`config.mk`:
```
export PLATFORM = sky130hd
export DESIGN_NAME = timer_counter_flat
export DESIGN_NICKNAME = d
export VERILOG_FILES = /design/src/rtl/timer_counter_if.sv /design/src/rtl/timer_counter.sv /design/src/flat_wrapper.sv
export SDC_FILE = /design/constraint.sdc
export NUM_CORES = 1
export LEC_CHECK = 0
export BUFFER_PORTS_ARGS = -buffer_cell sky130_fd_sc_hd__clkbuf_2
export CORE_ASPECT_RATIO = 0.7
export CORE_MARGIN = 3
export CORE_UTILIZATION = 29
export DETAILED_ROUTE_END_ITERATION = 10
export SKIP_CTS_REPAIR_TIMING = 1
export SLEW_MARGIN = 20
export SYNTH_ARGS = -nofsm -noshare
export SYNTH_HDL_FRONTEND = slang
export SYNTH_SLANG_ARGS = --single-unit
```
`constraint.sdc`:
```
create_clock -name clk -period 4.15 [get_ports clk]
set_input_delay 0.415 -clock clk [delete_from_list [all_inputs] [get_ports clk]]
set_output_delay 0.415 -clock clk [all_outputs]
set_load 0.02 [all_outputs]
```
`src/rtl/timer_counter_if.sv`:
```
// Bridge-side bus bundle for the timer/counter peripheral: word offset, write
// strobe and data toward the device; read data and interrupt request back.
interface timer_counter_if;
    logic [1:0]  Addr;
    logic        WE;
    logic [31:0] Din;
    logic [31:0] Dout;
    logic        IRQ;

    modport master (output Addr, WE, Din, input Dout, IRQ);
    modport slave  (input Addr, WE, Din, output Dout, IRQ);
endinterface

```
`src/rtl/timer_counter.sv`:
```
// Memory-mapped programmable down-counter: CTRL/PRESET/COUNT registers on the
// bridge bus and a level interrupt request raised when the count expires.
module timer_counter (
    input  logic           clk,
    input  logic           reset,
    timer_counter_if.slave bus
);
    typedef enum logic [1:0] {S_IDLE, S_LOAD, S_CNT, S_INT} state_t;

    localparam logic [1:0] ADDR_CTRL   = 2'b00;
    localparam logic [1:0] ADDR_PRESET = 2'b01;
    localparam logic [1:0] ADDR_COUNT  = 2'b10;

    state_t      state_q, state_d;
    logic [3:0]  ctrl_q, ctrl_d;      // {IM, Mode[1:0], En}
    logic [31:0] preset_q, preset_d;
    logic [31:0] count_q, count_d;
    logic        irq_flag_q, irq_flag_d;
    logic        irq_q, irq_d;
    logic [31:0] dout;

    always_comb begin
        state_d    = state_q;
        ctrl_d     = ctrl_q;
        preset_d   = preset_q;
        count_d    = count_q;
        irq_flag_d = irq_flag_q;

        case (state_q)
            S_IDLE: begin
                if (ctrl_q[0]) state_d = S_LOAD;
            end
            S_LOAD: begin
                count_d = preset_q;
                state_d = S_CNT;
            end
            S_CNT: begin
                if (!ctrl_q[0]) begin
                    state_d = S_IDLE;
                end else if (count_q > 32'd1) begin
                    count_d = count_q - 32'd1;
                end else begin
                    count_d = 32'd0;
                    state_d = S_INT;
                end
            end
            S_INT: begin
                if (ctrl_q[2:1] == 2'b01) begin
                    state_d = S_LOAD;
                end else begin
                    irq_flag_d = 1'b1;
                    ctrl_d[0]  = 1'b0;
                    state_d    = S_IDLE;
                end
            end
            default: state_d = S_IDLE;
        endcase

        // Software writes override the FSM's own CTRL/flag updates; the state
        // transition above still uses the pre-edge register values.
        if (bus.WE) begin
            case (bus.Addr)
                ADDR_CTRL: begin
                    ctrl_d     = bus.Din[3:0];
                    irq_flag_d = 1'b0;
                end
                ADDR_PRESET: begin
                    preset_d   = bus.Din;
                    irq_flag_d = 1'b0;
                end
                default: ;
            endcase
        end

        irq_d = irq_flag_d & ctrl_d[3];
    end

    always_ff @(posedge clk or posedge reset) begin
        if (reset) begin
            state_q    <= S_IDLE;
            ctrl_q     <= 4'd0;
            preset_q   <= 32'd0;
            count_q    <= 32'd0;
            irq_flag_q <= 1'b0;
            irq_q      <= 1'b0;
        end else begin
            state_q    <= state_d;
            ctrl_q     <= ctrl_d;
            preset_q   <= preset_d;
            count_q    <= count_d;
            irq_flag_q <= irq_flag_d;
            irq_q      <= irq_d;
        end
    end

    always_comb begin
        case (bus.Addr)
            ADDR_CTRL:   dout = {28'd0, ctrl_q};
            ADDR_PRESET: dout = preset_q;
            ADDR_COUNT:  dout = count_q;
            default:     dout = 32'd0;
        endcase
    end

    assign bus.Dout = dout;
    assign bus.IRQ  = irq_q;
endmodule
```
`src/flat_wrapper.sv`:
```
// flat-port wrapper written by rule: the top's interface ports become plain ports
module timer_counter_flat 
  (clk, reset, bus_Addr, bus_WE, bus_Din, bus_Dout, bus_IRQ);
  timer_counter_if bus_i ();
  input  logic clk;
  input  logic reset;
  input wire logic [$bits(bus_i.Addr)-1:0] bus_Addr;
  input wire logic [$bits(bus_i.WE)-1:0] bus_WE;
  input wire logic [$bits(bus_i.Din)-1:0] bus_Din;
  output wire logic [$bits(bus_i.Dout)-1:0] bus_Dout;
  output wire logic [$bits(bus_i.IRQ)-1:0] bus_IRQ;
  assign bus_i.Addr = bus_Addr;
  assign bus_i.WE = bus_WE;
  assign bus_i.Din = bus_Din;
  assign bus_Dout = bus_i.Dout;
  assign bus_IRQ = bus_i.IRQ;
  timer_counter u_core (.clk(clk), .reset(reset), .bus(bus_i));
endmodule
```
==> impl_metrics.ini <==
[setup_path]
timing.critical_path.arrival_ns = 3.21
critical_path_required_ns = 4.37
crit_path_max_fanout = 16
timing.critical_path.to_type = register
worstSetupPathType = register to register
kind_of_start_point_of_the_critical_path = register

[cells_and_area]
nNetsFinal = 497
instances_no_fill = 648
fill_cell_instance_count_of_the_final_layout = 1356
fraction_of_the_core_area_covered_by_cells_at_the_end_of_the_flow = 0.367
final_layout_size_suffix_gt1_frac = 0.300
n_antenna_cell = 0
syn_to_final_growth_pct = 21.5

[sta]
setup_clock_skew_after_layout_ns = 0.00798
max-slew-margin-rel = 0.434
rsz0062_at_grt = no
hold_violations = 0
timing.final.crit_share = 0.720
setup_ws_ns = 1.16
period_needed_ns = 2.99
timing.fmax_mhz = 335
final_hold_slack_ns = 0.223
tightest_slew_ns = 0.848
drv_slew = 0
tns_ns = 0
timing.final.setup_violations = 0

[synthesis]
post_synth_inst_count = 401
ys_seq_area_frac = 0.447
yosys.area.top_type_share = 0.447
post_synthesis_cell_area_sq_mm = 0.00403
synth.ff_latch_count = 72
synth_top_cells_by_count = dfrtp_1 (72), nand2_1 (36), mux2_2 (35)
syn-num-nets = 440
ys_dominant_reg_cell = dfrtp_1
synth-edff-count = 0
post_synth.cell_area_avg_sq_um = 10.1
netlist_top_cells_area = dfrtp_1 (45%), mux2_2 (9.8%), a22o_1 (6.9%), nand2_1 (3.3%), clkbuf_1 (2.3%)
yosys_warnings = 0
synth_cell_types = 51
asyncSetResetFlopFracSynth = 1.00
synth_area_leader_cell = dfrtp_1
synth_most_common_cell = dfrtp_1

[routing]
detail_route.vias_per_cell = 5.54
drc = 0
ant_nets = 0
drt_first_pass_iters = 5
routed_wirelength_um = 12500
dr.first_iter.drc_count = 328
per_cell_routed_wire_length_um = 19.3
detailroute.via_count = 3593

[placed_design]
place.port_buffers = 69
place_congestion = 0.921
place.detailed.instances = 632
dpl.hpwl_um = 8610
worst_setup_timing_slack_at_the_placement_stage_ns = 1.27

[die]
ios = 70
core_region_sq_mm = 0.0134
die_span_y_um = 105
start_util = 0.302
dieWidth_um = 147
floorplan.die_area_sq_mm = 0.0154
cell_rows = 35

[power]
max-vdd-ir-drop_mv = 0.253
p_comb_frac = 0.361
internal_power_mw = 2.03
cellPowerDensity_mw_per_mm2 = 693
share_of_total_power_in_sequential_cells = 0.373
p_sw_frac = 0.402
pwr-share-clk = 0.265
power.switching_mw = 1.37
leakage_nw = 2.10

[global_routing]
grt_first_pass_wirelength_um = 19800
antenna_violations_before_repair = 0
gr-total-overflow = 0
maximum_number_of_pins_on_one_net_before_global_route_repair = 39
global_route.usage.total = 0.163
grt_pass1_vias = 3555

[clock_network]
clkSlewWorstSetupHoldPaths_ns = 0.06
htreeDepth = 3
cts_sinks = 72
clock_tree_from_tritoncts = built
max-clock-path-buffers = 2
clock_latency_ns = 0.34
cts_root_buf = clkbuf_16
tritoncts.num_buffers = 9

[run]
max-cap-violations = 0

[run_status]
run_status = finished, final reports clean

[worst_hold_path]
hold_class = primary input to asynchronous set/reset pin
==> flip-flops by register name (all words and copies together) (netlist names) <==
register           count
u_core.bus.IRQ         1
u_core.count_q        32
u_core.irq_flag_q      1
u_core.preset_q       32
u_core.ctrl_q          4
u_core.state_q         2
==> area by class of cell <==
class | instances | area (sq um) | share of cell area
clock inverters | 7 | 119 | 0.0242
repair buffers | 78 | 413 | 0.0842
clock buffers | 9 | 225 | 0.0459
multi-input cells | 289 | 2080 | 0.425
well taps | 185 | 231 | 0.0472
inverters | 8 | 30.0 | 0.00613
flip-flops and latches | 72 | 1800 | 0.368
==> logic make-up after synthesis <==
logic type	Yosys count	synth area share
muxes	39	0.108
adders and majority gates	2	0.00620
and+or+nand+nor	135	0.179
buffers and inverters	40	0.0385
DFF	72	0.447
AOI/OAI and AO/OA	113	0.222
==> power by group through the flow <==
stage / Combinational (mW) / Sequential, mW / Clock (mW)
after floorplan: 0.943 / 1.13 / 0
after global placement: 1.19 / 1.25 / 0
after detailed placement: 1.21 / 1.27 / 0
after CTS: 1.22 / 1.26 / 0.918
after global routing: 1.35 / 1.31 / 0.947
final: 1.23 / 1.27 / 0.902
==> stage by stage <==
step                instance area [sq um]  power [mW]
floorplan                            4030        2.08
global placement                     4560        2.44
detailed placement                   4560        2.48
CTS                                  4900        3.40
global route                         4900        3.61
finish                               4900        3.40
==> metal layers <==
layer,vias to the layer above,part of all wire,global-route usage
met4,0,0.0086,0.0352
met5,-,0,0
li1,1658,-,-
met1,1758,0.50,0.242
met2,165,0.41,0.230
met3,12,0.083,0.0546
==> cell usage in the layout (no fill, tap or decap), types with 3 or more instances in the layout <==
cell type	synthesis	layout
bufinv_16	0	3
mux2_2	35	35
a22o_1	32	32
inv_1	8	7
nand2b_1	6	6
o311ai_0	8	8
o21ai_0	15	15
nand4_1	4	4
o221ai_1	6	6
dfrtp_1	72	72
mux2i_1	4	4
a21o_1	7	7
or4_1	10	10
or3_1	4	4
o31ai_1	3	3
clkbuf_16	0	9
clkbuf_2	0	69
nor4_1	7	7
and3_1	3	3
o2bb2ai_1	3	3
a31oi_1	3	3
nand3_1	17	17
o211ai_1	6	6
and2_1	5	5
nand2_1	36	36
nor2b_1	5	3
nor3_1	10	10
o41ai_1	4	4
buf_4	0	9
nor2_1	17	17
a221o_1	5	5
a21oi_1	6	6
==> path summary, 6_finish.rpt <==
check	endpoint	cells after the start	start	slack, ns
min in group clk	u_core.preset_q[9]	2	bus_Din[9]	0.30
min	u_core.preset_q[17]	2	reset	0.22
max	u_core.count_q[7]	6	u_core.count_q[21]	1.16
max reg2reg	u_core.count_q[7]	6	u_core.count_q[21]	1.16
min reg2reg	u_core.irq_flag_q	1	u_core.irq_flag_q	0.50
max in group asynchronous	u_core.preset_q[0]	3	reset	2.94
==> critical path: stages (launching register included) <==
cell	delay, ns
dfrtp_1	0.47
or4_1	0.62
nor4_1	0.56
a31oi_1	0.43
buf_4	0.33
a21o_1	0.17
a221o_1	0.28
(Power assumes the default switching activity.)
